===== config.mk =====
export PLATFORM = sky130hd
export DESIGN_NAME = rng
export DESIGN_NICKNAME = d
export VERILOG_FILES = /design/src/rtl/rng_pkg.sv /design/src/rtl/rng.sv
export SDC_FILE = /design/constraint.sdc
export NUM_CORES = 1
export LEC_CHECK = 0
export ABC_AREA = 0
export CAP_MARGIN = 15
export CORE_UTILIZATION = 47
export CTS_CLUSTER_SIZE = 24
export DETAILED_ROUTE_END_ITERATION = 8
export PLACE_DENSITY = 0.8
export REMOVE_ABC_BUFFERS = 1
export SLEW_MARGIN = 20
export SYNTH_ARGS = -nofsm -noshare
export SYNTH_HDL_FRONTEND = slang
export SYNTH_SLANG_ARGS = --single-unit
export TNS_END_PERCENT = 50

===== constraint.sdc =====
create_clock -name clk -period 2 [get_ports clk]
set_input_delay 0.4 -clock clk [delete_from_list [all_inputs] [get_ports clk]]
set_output_delay 0.4 -clock clk [all_outputs]
set_load 0.05 [all_outputs]

===== src/rtl/rng_pkg.sv =====
// Shared constants and the single-step LFSR function for the rng generator.
// Polynomial x^16+x^14+x^13+x^11+1, Fibonacci form, shifting toward the MSB.
package rng_pkg;

  localparam logic [15:0] RNG_DEFAULT_SEED = 16'hface;
  localparam logic [15:0] RNG_ZERO_SEED    = 16'h0001;

  localparam int RNG_TAP_0 = 15;
  localparam int RNG_TAP_1 = 13;
  localparam int RNG_TAP_2 = 12;
  localparam int RNG_TAP_3 = 10;

  function automatic logic [15:0] rng_lfsr_step(input logic [15:0] s);
    logic new_bit;
    new_bit = s[RNG_TAP_0] ^ s[RNG_TAP_1] ^ s[RNG_TAP_2] ^ s[RNG_TAP_3];
    return {s[14:0], new_bit};
  endfunction

endpackage


===== src/rtl/rng.sv =====
// 16-bit pseudo-random word generator: sixteen unrolled LFSR steps per clock,
// so every output bit is fresh each cycle.
module rng
  import rng_pkg::*;
#(
  parameter logic [15:0] S = RNG_DEFAULT_SEED
) (
  input  logic        clk,
  input  logic        reset,
  output logic [15:0] rng_o
);

  // The all-zero state never leaves itself, so a zero seed is replaced.
  localparam logic [15:0] SEED = (S == 16'h0000) ? RNG_ZERO_SEED : S;

  logic [15:0] state_r;
  logic [15:0] state_next_s;

  // Sixteen chained single steps.
  always_comb begin
    state_next_s = state_r;
    for (int i = 0; i < 16; i++) begin
      state_next_s = rng_lfsr_step(state_next_s);
    end
  end

  // State register with synchronous seed load.
  always_ff @(posedge clk) begin
    if (reset) begin
      state_r <= SEED;
    end else begin
      state_r <= state_next_s;
    end
  end

  assign rng_o = state_r;

endmodule


; After elaboration in Yosys (flattened, before gate mapping)
; Index checks and enable logic that the tools add are counted.
[word_totals]
register_bits = 16
inputBits = 2
output_inout_bits = 16
wordCells = 49
[classes]
bitwise = 48
[op_table]
columns = operator, n
row1 = $xor A1 B1 Y1, 48

; Logic depth before layout (Yosys ltp)
; Gate-level depths: netlist (run 1).
[depth]
depth_word = 6
mapped_depth = 4
ltp_nobuf = 4

; Worst setup path before layout (run 1)
; No wires, ideal clock.
[synth_path]
path_kind = register -> register
start = reg state_r[10] (netlist: rng_o[10])
end = reg state_r[2] (netlist: rng_o[2])
setup_time_ns = 0.060
arrival_time_ns = 1.731
required_time_ns = 1.940
setup_slack_ns = 0.210
stages_incl_launch_ff = 5
path_buffers = 0
period_less_slack_ns = 1.790
path_cell_list = dfxtp_1 > xnor2_2 > xnor3_1 > xnor3_1 > nand2b_1
[synth_between]
elab_chain_cells = 3
word_cells_on_any_way = 5
cone_classes = bitwise: 5
[synth_lines]
columns = item, line
row1 = from (decl), rng.sv:16  ; logic [15:0] state_r;
row2 = from (signal assigned), rng.sv:32  ; state_r <= state_next_s;
row3 = $xor A1 B1 Y1 (2 in series), rng_pkg.sv:15  ; new_bit = s[RNG_TAP_0] ^ s[RNG_TAP_1] ^ s[RNG_TAP_2] ^ s[RNG_TAP_3];
row4 = $xor A1 B1 Y1 (*), rng_pkg.sv:15
; Every way passes the cells marked *; elsewhere a longest branch is shown, timed or not.
; A chain may end at the register's enable or synchronous reset.

; Worst setup path in the final report (run 1)
[layout_path]
start = reg state_r[0] (netlist: rng_o[0])
end = out rng_o[0]
[layout_lines]
columns = item, line
row1 = to (decl), rng.sv:10  ; output logic [15:0] rng_o
; No word-level cell between the ends.

==> flow_summary.toml, run 1 <==
[floorplanning]
core_region_area_um2 = 1510
pin_count = 18
initial_utilization_pct = 50.7
floorplan.die_area_um2 = 1790
row_count = 14
dieWidth_um = 42.3
die_height_um = 42.3

[sta]
final_setup_violation_count = 0
period_minus_slack_ns = 1.95
min_period_over_period_pct = 97.5
maxSlewViolCount = 0
worst_hold_slack_ns = 0.737
setup_ws_ns = 0.0493
max_freq_mhz = 513
timing.clock.skew_ns = 0.00719
worst_slew_pin_slew_ns = 0.503
timing_hold_violations_final = 0
slew-limit-headroom_pct = 66.4
grt_setup_unrepaired = "false"
setup_tns_ns = 0

[clock_network]
clock_tree.htree_level_count = 1
cts-buffers-inserted = 3
clk_pin_slew_ns = 0.10
cts_post_setup_buffers_inserted = 0
cts.root.buffer_cell = "sky130_fd_sc_hd__clkbuf_4"
tritoncts_clock_tree = "yes"
cts_max_path_bufs = 2
clock_latency_ns = 0.28
cts.sinks = 16

[routing]
route.antenna.remaining_nets = 0
drt_first_pass_iters = 2
wire_per_inst_um = 12.0
dr_total_vias = 473
drt_iter0_markers = 8
routed_via_density = 4.59
post-route-drc-count = 0
postRouteWirelength_um = 1230

[place]
placement.setup.worst_slack_ns = 0.363
placedCellCount = 99
place.port_buffers = 17
finalWeightedCongestion = 0.729
detailedPlacementHpwl_um = 973

[setup_path]
timing.critical_path.slowest_stage_cell = "sky130_fd_sc_hd__clkdlybuf4s50_1"
timing.critical_path.to_type = "primary output"
critical_path.max_stage_delay_ns = 0.84
regToRegEndpoint = "rng_o[2]"
rr_startpoint = "rng_o[10]"
worst-path-max-fanout = 4
ff2ff_path_depth = 4
crit_path_start_kind = "flop"
path_delay_family = "buffers and inverters"
reg2reg_slack_ns = 0.40
critPathArrivalTime_ns = 1.55
path_class = "flop to primary output"
timing.critical_path.cells = "clkdlybuf4s50_1"
required_ns = 1.60
critPathBufInv = 1

[hold_path]
hold_path_depth = 3
worst_hold_path.endpoint = "rng_o[12]"
hold_path_startpoint = "rng_o[9]"
hp-class = "flop to flop"

[global_route]
grt_overflow_total = 0
antenna_found_initial = 0
via_count_of_the_first_global_routing_pass = 424
track_usage_pct = 14.9
wire_length_of_the_first_global_routing_pass_um = 2010
pin_count_of_the_biggest_net_entering_global_routing = 17

[logic_synthesis]
synth-warning-count = 0
synthesis.area_per_instance_um2 = 11.6
syn_inst = 66
synth_area_um2 = 763
yosys_register_bits = 16
synth.yosys.seq_area_share_pct = 42.0
synth.lib_cells_used.distinct = 9

[cells_and_area]
layout.cells.most_common = "sky130_fd_sc_hd__xnor2_1"
drive_above_1_share_pct = 9.20
num-nets-final = 90
finish.cell_count_without_fillers = 103
area_growth_syn_to_fin_pct = 30.2
largest_register_ffs = 16
num_antenna_cells = 0
mostFrequentLayoutCells = "sky130_fd_sc_hd__xnor2_1, sky130_fd_sc_hd__dfxtp_1, sky130_fd_sc_hd__clkdlybuf4s50_1"

[run]
maxCapViolCount = 0

[status]
run_status = "completed"
## synth_stat cells
cell	instances	area [um^2]
sky130_fd_sc_hd__xnor3_1	4	90.1
sky130_fd_sc_hd__xnor2_1	25	219
sky130_fd_sc_hd__nand2b_1	10	62.6
sky130_fd_sc_hd__clkbuf_1	1	3.75
sky130_fd_sc_hd__nor2_1	5	18.8
sky130_fd_sc_hd__or2_2	1	6.26
sky130_fd_sc_hd__xor2_1	3	26.3
sky130_fd_sc_hd__dfxtp_1	16	320
sky130_fd_sc_hd__xnor2_2	1	16.3
## what timing repair did
item / 4_1_cts / 5_1_grt
gates resized for setup: 0 / 1
hold buffers: 0 / 0
setup endpoints to repair: 0 / 1
## layer usage
metal	vias up	GRT usage (%)	wire length, um
li1	250	-	-
met4	0	3.75	8
met3	2	2.59	44
met5	-	0	0
met1	207	20.9	603
met2	14	24.0	576
## how the worst max path moves through the flow
stage / endpoint / slack, ns / cells past startpoint / startpoint
detailed placement: rng_o[1] / 0.36 / 1 / rng_o[1]
CTS: rng_o[1] / 0.04 / 1 / rng_o[1]
global placement: rng_o[1] / 0.36 / 1 / rng_o[1]
global route: rng_o[0] / 0.006 / 1 / rng_o[0]
floorplan: rng_o[2] / 0.21 / 4 / rng_o[10]
finish: rng_o[0] / 0.05 / 1 / rng_o[0]
## logic make-up (layout without fill, tap and decap cells)
logic type	after synthesis	count (layout)	synth area share (%)
DFF	16	16	42.0
xor gates and xnor gates	33	33	46.1
and+or+nand+nor	16	16	11.5
buffers and inverters	1	22	0.491
## final cells by class
class	instances	area (um^2)
fill	123	513
clock buffer	4	36.3
multi-input combinational	49	439
tap	16	20.0
timing repair buffer	18	178
sequential	16	320
## stage by stage
| step | utilization [%] | area (um^2) |
|---|---|---|
| after global routing | 65.9 | 993 |
| after CTS | 65.8 | 991 |
| final | 65.9 | 993 |
| after detailed placement | 63.4 | 955 |
| after global placement | 63.4 | 955 |
| after floorplan | - | 759 |
Power of run 1 is not shown: default switching activity piles up to over one toggle a cycle in this logic, so the estimate is an artifact.
==> run 2: changes to the inputs <==
Settings changed: RECOVER_POWER set to 25.
==> run 2 against run 1 <==
Maximum frequency did not move. Non-clock buffer count did not move. Register-to-register slack about the same.
==> flow_summary.toml, run 2 (same netlist as run 1, synthesis figures left out) <==
[status]
run_status = "completed"

[floorplanning]
row_count = 14
initial_utilization_pct = 50.7
dieWidth_um = 42.3
floorplan.die_area_um2 = 1790
pin_count = 18
core_region_area_um2 = 1510
die_height_um = 42.3

[clock_network]
clk_pin_slew_ns = 0.10
cts_hold_buffers = 0
tritoncts_clock_tree = "yes"
resized_cells_post_cts = 0
clock_latency_ns = 0.28
cts_post_setup_buffers_inserted = 0
cts_max_path_bufs = 2
cts-buffers-inserted = 3
cts.root.buffer_cell = "sky130_fd_sc_hd__clkbuf_4"
clock_tree.htree_level_count = 1
cts.sinks = 16

[sta]
period_minus_slack_ns = 1.95
slew-limit-headroom_pct = 66.4
worst_slew_pin_slew_ns = 0.503
final_setup_violation_count = 0
max_freq_mhz = 513
setup_tns_ns = 0
min_period_over_period_pct = 97.5
maxSlewViolCount = 0
timing_hold_violations_final = 0
grt_setup_unrepaired = "false"
timing.clock.skew_ns = 0.00719

[setup_path]
ff2ff_path_depth = 4
timing.critical_path.slowest_stage_cell = "sky130_fd_sc_hd__clkdlybuf4s50_1"
critPathArrivalTime_ns = 1.55
timing.critical_path.to_type = "primary output"
path_delay_family = "buffers and inverters"
worst-path-max-fanout = 4
timing.critical_path.cells = "clkdlybuf4s50_1"
critical_path.max_stage_delay_ns = 0.84
rr_startpoint = "rng_o[10]"
crit_path_start_kind = "flop"
reg2reg_slack_ns = 0.40
regToRegEndpoint = "rng_o[2]"
required_ns = 1.60
crit_path_start = "rng_o[0]"
path_class = "flop to primary output"
critPathBufInv = 1

[routing]
drt_iter0_markers = 8
wire_per_inst_um = 12.0
routed_via_density = 4.59
dr_total_vias = 473
post-route-drc-count = 0
route.antenna.remaining_nets = 0
drt_first_pass_iters = 2
postRouteWirelength_um = 1230

[run]
maxCapViolCount = 0

[cells_and_area]
layout.cells.most_common = "sky130_fd_sc_hd__xnor2_1"
num-nets-final = 90
fillers = 123
area_growth_syn_to_fin_pct = 30.2
mostFrequentLayoutCells = "sky130_fd_sc_hd__xnor2_1, sky130_fd_sc_hd__dfxtp_1, sky130_fd_sc_hd__clkdlybuf4s50_1"
drive_above_1_share_pct = 9.20
postLayoutCellArea_um2 = 993
largest_register_ffs = 16
num_antenna_cells = 0

[place]
finalWeightedCongestion = 0.729
dp_area_um2 = 955
place.port_buffers = 17
detailedPlacementHpwl_um = 973

[hold_path]
hold_path_startpoint = "rng_o[9]"
hold_path_depth = 3
hp-class = "flop to flop"
worst_hold_path.endpoint = "rng_o[12]"

[global_route]
track_usage_pct = 14.9
grt_overflow_total = 0
wire_length_of_the_first_global_routing_pass_um = 2010
pin_count_of_the_biggest_net_entering_global_routing = 17
via_count_of_the_first_global_routing_pass = 424
antenna_found_initial = 0
[run 2: cell types whose count changed in the layout (fill, tap and decap cells not counted)]
| cell | before | now |
|---|---|---|
| sky130_fd_sc_hd__clkdlybuf4s50_1 | 15 | 14 |
| sky130_fd_sc_hd__dlygate4sd3_1 | 0 | 1 |
[run 2: worst max path at each step]
stage	slack (ns)	depth (start not counted)	end
after floorplan	0.21	4	rng_o[2]
after global placement	0.36	1	rng_o[1]
after detailed placement	0.36	1	rng_o[1]
after CTS	0.04	1	rng_o[1]
after global routing	0.006	1	rng_o[0]
final	0.05	1	rng_o[0]
[run 2: area by class of cell]
cell class | instances | area [um^2] | area share, %
tap | 16 | 20.0 | 2.02
sequential | 16 | 320 | 32.2
clock buffer | 4 | 36.3 | 3.65
timing repair buffer | 18 | 178 | 17.9
multi-input combinational | 49 | 439 | 44.2
[run 2: per-stage QoR]
stage | setup slack (ns) | hold WS [ns] | cells | util, %
floorplan | 0.210 | 0.472 | 65 | -
global placement | 0.360 | 0.697 | 99 | 63.4
detailed placement | 0.363 | 0.710 | 99 | 63.4
CTS | 0.0370 | 0.738 | 103 | 65.8
global route | 0.00575 | 0.771 | 103 | 65.9
finish | 0.0493 | 0.737 | 103 | 65.9
[run 2: layer usage]
metal	vias up	share of wire, %	global-route usage (%)
li1	250	-	-
met1	207	49	20.9
met2	14	47	24.0
met3	2	3.6	2.59
met4	0	0.65	3.75
met5	-	0	0
[run 2: worst register-to-register path: cells and delay by family (launching register included)]
kind,cells,cell delay (ns)
XOR/XNOR,3,1.11
flip-flops,1,0.37
AND/OR/NAND/NOR,1,0.07
Power of run 2 is left out for the same reason.
==> run 3: changes to the inputs <==
Settings changed: CTS_BUF_LIST set to sky130_fd_sc_hd__clkbuf_8 sky130_fd_sc_hd__clkbuf_16, REMOVE_ABC_BUFFERS 1 to not set.
==> run 3 against run 2 <==
Wire length is 3.5% higher. Register-to-register slack better by 0.02 ns. Global-route usage increased by 2.4 points. Worst hold slack got worse by 0.025 ns. First-iteration DRC count fell by 88%. Sequential share of layout area shrank 0.16 points. Maximum frequency grew 2.9%. Core utilization is 0.33 points higher. Non-clock buffer count stayed put. Worst setup slack better by 0.056 ns.
==> flow_summary.toml, run 3 (same netlist as run 1, synthesis figures left out) <==
[status]
run_status = "completed"

[place]
place.port_buffers = 17
finalWeightedCongestion = 0.738
detailedPlacementHpwl_um = 948

[floorplanning]
pin_count = 18
initial_utilization_pct = 50.7
row_count = 14
die_height_um = 42.3
dieWidth_um = 42.3
floorplan.die_area_um2 = 1790
core_region_area_um2 = 1510

[setup_path]
path_class = "flop to primary output"
required_ns = 1.60
path_delay_family = "buffers and inverters"
critical_path.max_stage_delay_ns = 0.84
timing.critical_path.slowest_stage_cell = "sky130_fd_sc_hd__clkdlybuf4s50_1"
worst-path-max-fanout = 4
critPathArrivalTime_ns = 1.50
timing.critical_path.to_type = "primary output"
timing.critical_path.cells = "clkdlybuf4s50_1"
crit_path_start_kind = "flop"
critPathBufInv = 1

[cells_and_area]
area_growth_syn_to_fin_pct = 30.8
fillers = 115
largest_register_ffs = 16
layout.cells.most_common = "sky130_fd_sc_hd__xnor2_1"
num_antenna_cells = 0
num-nets-final = 90
drive_above_1_share_pct = 6.98
mostFrequentLayoutCells = "sky130_fd_sc_hd__xnor2_1, sky130_fd_sc_hd__clkdlybuf4s50_1, sky130_fd_sc_hd__dfxtp_1"

[routing]
drt_iter0_markers = 1
routed_via_density = 4.77
route.antenna.remaining_nets = 0
post-route-drc-count = 0
drt_first_pass_iters = 4
postRouteWirelength_um = 1280
wire_per_inst_um = 12.5
dr_total_vias = 487

[sta]
max_freq_mhz = 528
timing.clock.skew_ns = 0.00452
grt_setup_unrepaired = "false"
final_setup_violation_count = 0
slew-limit-headroom_pct = 66.3
timing_hold_violations_final = 0
worst_slew_pin_slew_ns = 0.504
setup_tns_ns = 0
min_period_over_period_pct = 94.8
maxSlewViolCount = 0
period_minus_slack_ns = 1.90

[global_route]
track_usage_pct = 17.4
grt_overflow_total = 0
pin_count_of_the_biggest_net_entering_global_routing = 17
wire_length_of_the_first_global_routing_pass_um = 2220
antenna_found_initial = 0
via_count_of_the_first_global_routing_pass = 500

[logic_synthesis]
mappedNetlistNets = 68

[run]
maxCapViolCount = 0

[hold_path]
hp-class = "flop to flop"

[clock_network]
cts-buffers-inserted = 3
cts.root.buffer_cell = "sky130_fd_sc_hd__clkbuf_8"
cts.sinks = 16
tritoncts_clock_tree = "yes"
clock_latency_ns = 0.25
clk_pin_slew_ns = 0.06
cts_max_path_bufs = 2
clock_tree.htree_level_count = 1
cts_hold_buffers = 0
cts_post_setup_buffers_inserted = 0
resized_cells_post_cts = 0
## run 3: cell type report
class                   instances  area, um^2  share of cell area (%)
well taps                      16        20.0                    2.01
flip-flops and latches         16         320                    32.1
repair buffers                 18         178                    17.8
multi-input cells              49         439                    44.0
clock buffers                   3        41.3                    4.14
## run 3: path summary, 6_finish.rpt
path / slack (ns) / to / cells after the start / start
setup / recovery: 0.10 / rng_o[1] / 1 / rng_o[1]
hold / removal: 0.71 / rng_o[3] / 3 / rng_o[1]
setup reg to reg: 0.42 / rng_o[2] / 4 / rng_o[10]
hold reg to reg: 0.71 / rng_o[3] / 3 / rng_o[1]
## run 3: metal layers
metal	GRT usage [%]	wire [um]	vias up
met5	0	0	-
li1	-	-	245
met2	25.8	555	15
met3	3.88	56	5
met4	11.3	35	0
met1	22.6	627	222
## run 3: tightest hold or removal path: stages (launching register included)
cell and delay [ns]:
sky130_fd_sc_hd__dfxtp_1 0.35, sky130_fd_sc_hd__xor2_1 0.19, sky130_fd_sc_hd__xnor2_1 0.08, sky130_fd_sc_hd__nand2b_1 0.06
## run 3: metrics by stage
| stage | hold WS (ns) | worst slack, ns | instance area (um^2) | instances | util [%] |
|---|---|---|---|---|---|
| 3_5_place_dp | 0.692 | 0.368 | 957 | 99 | 63.5 |
| 3_3_place_gp | 0.690 | 0.369 | 957 | 99 | 63.5 |
| 2_1_floorplan | 0.501 | 0.210 | 763 | 66 | - |
| 6_report | 0.712 | 0.105 | 998 | 102 | 66.3 |
| 4_1_cts | 0.713 | 0.0920 | 998 | 102 | 66.3 |
| 5_1_grt | 0.755 | 0.0636 | 998 | 102 | 66.3 |
Power of run 3 is left out for the same reason.
